**src/rtl/lc3_memaccess_ctrl.sv**
```systemverilog
// lc3_memaccess_ctrl: LC3 memory-access sequencer with pointer fetch for LDI/STI, wait states and timeout
module lc3_memaccess_ctrl #(
  parameter int DATA_W  = 16,
  parameter int ADDR_W  = 16,
  parameter int TIMEOUT = 255
) (
  input  logic              clock,
  input  logic              reset,
  input  logic              start,
  input  logic [1:0]        mem_state,
  input  logic              M_Control,
  input  logic [ADDR_W-1:0] M_Addr,
  input  logic [DATA_W-1:0] M_Data,
  output logic              busy,
  output logic              done,
  output logic [DATA_W-1:0] memout,
  output logic              err,
  output logic              dmem_req,
  output logic              dmem_we,
  output logic [ADDR_W-1:0] dmem_addr,
  output logic [DATA_W-1:0] dmem_din,
  input  logic [DATA_W-1:0] dmem_dout,
  input  logic              dmem_ack
);
  typedef enum logic [1:0] {IDLE, PTR, ACC, RESP} state_t;
  state_t     state;
  logic       wr;
  logic [7:0] cnt;
  logic       tmo;
  assign tmo = cnt == 8'(TIMEOUT - 1);
  // dmem_addr doubles as the pointer register once the PTR fetch completes
  always_ff @(posedge clock or negedge reset)
    if (!reset) begin
      state     <= IDLE;
      busy      <= 1'b0;
      done      <= 1'b0;
      err       <= 1'b0;
      memout    <= '0;
      dmem_req  <= 1'b0;
      dmem_we   <= 1'b0;
      dmem_addr <= '0;
      dmem_din  <= '0;
      wr        <= 1'b0;
      cnt       <= '0;
    end else
      case (state)
        IDLE: if (start) begin
          busy      <= 1'b1;
          err       <= 1'b0;
          wr        <= mem_state == 2'd2;
          dmem_addr <= M_Addr;
          dmem_din  <= M_Data;
          cnt       <= '0;
          if (mem_state == 2'd3) begin
            done  <= 1'b1;
            state <= RESP;
          end else begin
            dmem_req <= 1'b1;
            dmem_we  <= mem_state == 2'd2 && !M_Control;
            state    <= (mem_state == 2'd1 || (mem_state == 2'd2 && M_Control)) ? PTR : ACC;
          end
        end
        PTR, ACC: if (dmem_ack) begin
          if (state == PTR) begin
            dmem_addr <= ADDR_W'(dmem_dout);
            dmem_we   <= wr;
            cnt       <= '0;
            state     <= ACC;
          end else begin
            dmem_req <= 1'b0;
            dmem_we  <= 1'b0;
            done     <= 1'b1;
            state    <= RESP;
            if (!wr) memout <= dmem_dout;
          end
        end else if (tmo) begin
          dmem_req <= 1'b0;
          dmem_we  <= 1'b0;
          err      <= 1'b1;
          done     <= 1'b1;
          state    <= RESP;
        end else
          cnt <= cnt + 8'd1;
        RESP: begin
          done  <= 1'b0;
          busy  <= 1'b0;
          state <= IDLE;
        end
      endcase
endmodule

```
**config.mk**
```make
export PLATFORM = sky130hd
export DESIGN_NAME = lc3_memaccess_ctrl
export DESIGN_NICKNAME = d
export VERILOG_FILES = /design/src/rtl/lc3_memaccess_ctrl.sv
export SDC_FILE = /design/constraint.sdc
export NUM_CORES = 1
export LEC_CHECK = 0
export BUFFER_PORTS_ARGS = -buffer_cell sky130_fd_sc_hd__buf_2
export CAP_MARGIN = 30
export CORE_MARGIN = 2
export CORE_UTILIZATION = 49
export CTS_CLUSTER_DIAMETER = 80
export CTS_CLUSTER_SIZE = 25
export DETAILED_ROUTE_END_ITERATION = 6
export PLACE_DENSITY_LB_ADDON = 0.3
export SETUP_SLACK_MARGIN = 0.2
export SLEW_MARGIN = 20
export SYNTH_ARGS = -nofsm -noshare
export SYNTH_HDL_FRONTEND = slang
export SYNTH_SLANG_ARGS = --single-unit
```
**constraint.sdc**
```tcl
create_clock -name clock -period 2.3 [get_ports clock]
set_input_delay 0.23 -clock clock [delete_from_list [all_inputs] [get_ports clock]]
set_output_delay 0.23 -clock clock [all_outputs]
set_load 0.1 [all_outputs]
```
==> results of run 1 <==
==> kinds of logic after synthesis <==
group | synth area share [%]
fa+ha+maj | 2.97
simple gates | 10.7
buf+inv | 2.16
compound gates | 10.7
flops | 54.3
mux | 19.2
==> how the worst min path moves through the flow <==
stage,endpoint,startpoint,cells past startpoint
detailed placement,cnt[3],reset,1
CTS,dmem_din[2],M_Data[2],2
floorplan,busy,reset,0
global placement,cnt[3],reset,1
finish,memout[0],dmem_dout[0],2
global route,dmem_din[3],M_Data[3],2
==> sequential cells by signal (all words and copies together), names as in the netlist <==
| signal | cells |
|---|---|
| busy | 1 |
| state | 2 |
| dmem_we | 1 |
| dmem_din | 16 |
| memout | 16 |
| dmem_addr | 16 |
| wr | 1 |
| err | 1 |
| done | 1 |
| cnt | 8 |
| dmem_req | 1 |
==> synth_stat cells, types with 3 or more instances <==
library cell / count / area share (%)
nand4_1: 3 / 0.64
o31ai_1: 6 / 1.5
o21ai_0: 10 / 1.7
and2_1: 4 / 0.85
dfrtp_1: 64 / 54
a21oi_1: 25 / 4.2
nand2_1: 8 / 1.0
a211oi_1: 3 / 0.76
a21boi_1: 3 / 0.76
mux2_2: 30 / 11
nor2_1: 21 / 2.7
mux2i_1: 18 / 6.1
nor2b_1: 5 / 1.1
nand3_1: 3 / 0.51
buf_2: 8 / 1.4
inv_1: 4 / 0.51
mux2_1: 3 / 1.1
ha_1: 7 / 3.0
==> area by class of cell <==
class | count | share of cell area (%)
clock buffers | 11 | 3.92
clock inverters | 5 | 2.20
inverters | 4 | 0.389
multi-input cells | 172 | 33.6
flip-flops and latches | 64 | 41.5
well taps | 75 | 2.43
repair buffers | 114 | 16.0
==> metrics by stage <==
stage	hold WS, ps	setup slack [ps]
finish	101	335
global route	102	243
floorplan	-65.6	336
CTS	104	265
detailed placement	304	300
global placement	307	412
==> worst max-delay path: stages (launching register included) <==
cell and delay, ps:
dfrtp_1 410, inv_1 100, ha_2 400, nand3b_2 160, nor2_2 110, buf_4 270
mux2_2 380
==> metal layers <==
| layer | GRT usage, % | vias up |
|---|---|---|
| li1 | - | 1128 |
| met5 | 0 | - |
| met2 | 35.9 | 76 |
| met3 | 6.26 | 5 |
| met4 | 8.17 | 0 |
| met1 | 25.3 | 1160 |
==> repair_timing <==
action	in CTS	in global routing
gates resized for setup	0	2
setup buffers	0	0
hold buffers	1	0
hold endpoints to repair	28	0
endpoints found under the setup margin	0	9
==> impl_summary.txt, run 1 <==
----------------------------------------------------
[Outcome]
  Run status ... finished clean

[Final layout]
  Most frequent standard cell in the layout excluding fill and tap cells ... buf_2
  Area added between synthesis and finish ... 30.8%
  Ratio of cells with drive above 1 in the final layout ... 44.9%
  Layout Nets ... 427
  Fin cells ... 445
  N_diodes ... 0
  Area occupied by multi-input gates ... 1300 sq um
  Util after Layout ... 65.6%
  FF+latch area ... 1600 sq um
  Final design area excluding fillers ... 3860 sq um
  Total of fill cells in the finished design ... 467
  Most frequent cells in the layout ... buf_2 (107), dfrtp_1 (64), mux2_2 (30)

[Clock network]
  Clock Tree Buf Depth ... 2
  Number of sinks driven by the clock tree ... 64
  Clock-pin slew reported for the worst setup and hold paths after clock tree synthesis ... 90 ps
  Cell chosen for the clock root ... clkbuf_8
  Max H-tree Level ... 3
  Skew-Pair Late Insertion Delay ... 360 ps
  Clock tree from TritonCTS ... done
  Number of CTS-inserted buffers ... 9

[Setup path]
  Data arrival time at the worst-slack endpoint ... 2190 ps
  End of the critical path ... memout[13]
  Reg2reg start ... state[0]
  Critical Path Source Type ... flip-flop
  Critical path class ... flip-flop to flip-flop
  Worst setup path startpoint ... state[0]
  Required time at the worst-slack endpoint ... 2530 ps
  R2R depth ... 6
  Crit end category ... flip-flop
  R2r endpoint ... memout[13]
  Reg2Reg Setup Slack ... 340 ps
  Largest fanout of any net on the critical path ... 16

[Route]
  Detail-routed via count per cell ... 5.32
  Via Count ... 2369
  Met2 wire length ... 3.53 mm
  WL final ... 6.94 mm
  Post-route antenna net violation count ... 0
  Number of optimization iterations in the first detailed-route pass ... 4
  Routed length per instance ... 15.6 um
  Met1 Wirelength ... 2.90 mm
  Final routed DRC violation total ... 0
  Met3 wire len ... 455 um
  Highest routing layer actually used ... met4
  First-iteration detailed-routing DRC count ... 117

[Synthesis]
  Count of distinct cell types in the synthesized netlist ... 37
  Mean post-synth cell area ... 11.8 sq um
  EDFF count, synth ... 0
  Post-synthesis cell count ... 250
  Post-synthesis register bit count ... 64
  Ys async rst share ... 100%
  Number of warning messages in the yosys log ... 0
  Prevailing post-synth register cell ... dfrtp_1
  Register area share after synthesis ... 54.3%
  Synth Net Count ... 312
  Netlist area before placement ... 2950 sq um

[Placed design]
  Hpwl dp ... 5.00 mm
  GPL Wtd Cong ... 0.879
  Placement-stage cell area ... 3610 sq um
  Count of buffers inserted at the top-level ports ... 107
  Cell count after placement ... 428

[Timing]
  Setup Skew ... 19.2 ps
  Setup tns final ... 0 ps
  Crit path time final ... 1960 ps
  Worst slew pin tran ... 671 ps
  Peak Freq ... 0.509 GHz
  Max Transition Viols Final ... 0
  Setup repair after global routing missed its margin ... false
  Final clock period utilization by the worst path ... 85.4%
  Worst slew margin relative to its limit ... 55.3%
  Final count of hold timing violations ... 0
  Final count of negative-setup-slack endpoints ... 0

[Floorplanning]
  Die footprint ... 6660 sq um
  Core Area ... 5890 sq um
  Height of the die ... 81.6 um
  Core Rows ... 28
  Ports ... 108
  Die W ... 81.6 um
  Initial Util ... 50.1%

[Job]
  Number of maximum-capacitance constraint violations ... 0

[GRT]
  GR Util All Layers ... 21.1%
  Overflow after GRT ... 0
  Global-route wire length before repair ... 10.5 mm
  Maximum number of pins on one net before global-route repair ... 37
  Via count of the first global-routing pass ... 2240
  Initial antenna violation count ... 0

[Hold path]
  Path class of the lowest-slack min-delay path ... input pin to flip-flop

----------------------------------------------------
Power of run 1 is left out: the tool's default activity adds up to more than one toggle a clock period on the data nets, which glitch-free logic cannot reach.
==> inputs of run 2 (changes only) <==
Settings changed: CORE_MARGIN 2 to 1.5, CTS_BUF_LIST set to sky130_fd_sc_hd__clkbuf_4.
==> run 2 against run 1 <==
  * Cell area is 3.3% lower
  * Sequential cell count stayed put
  * Clock skew is 1.0 ps higher
  * First-iteration DRC count is 4.3% higher
  * Non-clock buffer count stayed put
  * Global-route usage is 1.2 points lower
  * Register-to-register slack hardly changed
  * Clock-buffer cell count is 2 lower
  * Sequential share of layout area is 1.4 points higher
  * Via count is 1.1% lower
  * Hold slack worse by 50 ps
  * Highest routed layer unchanged
==> impl_summary.txt, run 2 (synthesis gave the netlist of run 1 again) <==
----------------------------------------------------
[Setup path]
  R2r endpoint ... dmem_we
  Reg2reg start ... state[0]
  Crit end category ... flip-flop
  Worst setup path startpoint ... state[0]
  Critical Path Source Type ... flip-flop
  Required time at the worst-slack endpoint ... 2590 ps
  Reg2Reg Setup Slack ... 350 ps
  Slowest stage delay, CP ... 420 ps
  Critical path cell sequence ... inv_1 -> ha_1 -> nor2b_1 -> o21a_1 -> nor2_1 -> mux2_2
  Data arrival time at the worst-slack endpoint ... 2240 ps
  Critical path class ... flip-flop to flip-flop
  Largest fanout of any net on the critical path ... 6
  Highest-delay cell along the critical path ... dfrtp_1
  End of the critical path ... dmem_we
  R2R depth ... 6

[Timing]
  Worst hold-check slack ... 50.3 ps
  Worst slew pin tran ... 502 ps
  Final clock period utilization by the worst path ... 84.8%
  Setup Skew ... 20.2 ps
  Peak Freq ... 0.513 GHz
  Worst slew margin relative to its limit ... 66.3%
  Setup tns final ... 0 ps
  Setup repair after global routing missed its margin ... false
  Crit path time final ... 1950 ps
  Max Transition Viols Final ... 0
  Final count of negative-setup-slack endpoints ... 0
  Final count of hold timing violations ... 0
  Worst setup margin ... 350 ps

[Hold path]
  Hold Path Origin ... dmem_dout[1]
  Path class of the lowest-slack min-delay path ... input pin to flip-flop
  Hold Path Cell Cnt ... 2

[Floorplanning]
  Core Area ... 5850 sq um
  Core Rows ... 28
  Ports ... 108
  Die footprint ... 6500 sq um
  Height of the die ... 80.6 um
  Die W ... 80.6 um
  Initial Util ... 50.4%

[Placed design]
  Hpwl dp ... 4.48 mm
  Count of buffers inserted at the top-level ports ... 107
  Worst setup slack before clock tree synthesis ... 370 ps
  Placement-stage cell area ... 3590 sq um
  GPL Wtd Cong ... 0.874

[Final layout]
  Ratio of cells with drive above 1 in the final layout ... 43.9%
  N_diodes ... 0
  Most frequent standard cell in the layout excluding fill and tap cells ... buf_2
  Layout Nets ... 427
  Most frequent cells in the layout ... buf_2 (107), dfrtp_1 (64), mux2_2 (30)
  Final design area excluding fillers ... 3730 sq um
  Leading registers by flop count ... dmem_addr x16, dmem_din x16, memout x16
  Area added between synthesis and finish ... 26.5%

[Clock network]
  Clock-pin slew reported for the worst setup and hold paths after clock tree synthesis ... 120 ps
  Clock Tree Buf Depth ... 2
  Post-CTS Repair Setup Buffers ... 0
  Number of sinks driven by the clock tree ... 64
  Skew-Pair Late Insertion Delay ... 410 ps
  Clock tree from TritonCTS ... done
  Cell chosen for the clock root ... clkbuf_4
  Number of CTS-inserted buffers ... 9
  Post-cts sizing count ... 0
  Max H-tree Level ... 3

[GRT]
  Via count of the first global-routing pass ... 2170
  Overflow after GRT ... 0
  Maximum number of pins on one net before global-route repair ... 65
  GR Util All Layers ... 19.9%
  Initial antenna violation count ... 0
  Global-route wire length before repair ... 9.79 mm

[Route]
  Post-route antenna net violation count ... 0
  WL final ... 6.13 mm
  Number of optimization iterations in the first detailed-route pass ... 5
  Final routed DRC violation total ... 0
  Detail-routed via count per cell ... 5.28
  Via Count ... 2344
  First-iteration detailed-routing DRC count ... 122
  Routed length per instance ... 13.8 um

[Outcome]
  Run status ... finished clean

[Job]
  Number of maximum-capacitance constraint violations ... 0

----------------------------------------------------
[run 2: changes by cell type in the layout (fill, tap and decap cells not counted), sizes merged]
cell	previous run	this run
inv	6	5
clkinv	0	3
clkbuf	11	9
bufinv	2	1
[run 2: critical path, delay by kind of cell (launching register included)]
kind | cells | cell delay (ps)
flops | 1 | 420
compound gates | 1 | 270
fa+ha+maj | 1 | 390
simple gates | 2 | 410
mux | 1 | 270
buf+inv | 1 | 100
[run 2: cell type report]
| cell class | count | area (sq um) |
|---|---|---|
| clock buffers | 9 | 67.6 |
| clock inverters | 6 | 60.1 |
| fillers | 471 | 2120 |
| inverters | 4 | 15.0 |
| multi-input cells | 172 | 1290 |
| flip-flops and latches | 64 | 1600 |
| well taps | 75 | 93.8 |
| repair buffers | 114 | 603 |
[run 2: layer usage]
layer | wire length, um | up-vias | part of all wire (%) | track usage, %
met3 | 391 | 11 | 6.4 | 6.25
li1 | - | 1132 | - | -
met4 | 92 | 0 | 1.5 | 8.79
met1 | 2580 | 1136 | 42 | 23.9
met2 | 3070 | 65 | 50 | 32.8
met5 | 0 | - | 0 | 0
[run 2: worst min-delay path by stage]
stage	to	slack (ps)
final	memout[1]	50
after global routing	dmem_din[4]	40
after CTS	memout[1]	30
after detailed placement	cnt[0]	270
after global placement	cnt[0]	270
after floorplan	busy	-70
[run 2: through the flow]
step | cells | util, %
3_3_place_gp | 428 | 61.4
4_1_cts | 444 | 63.8
6_report | 444 | 63.8
2_1_floorplan | 250 | -
5_1_grt | 444 | 63.8
3_5_place_dp | 428 | 61.4
[run 2: timing repair]
action	CTS	global route
endpoints found under the hold margin	64	0
setup endpoints to repair	0	0
hold buffers	1	0
Power of run 2 is left out for the same reason.
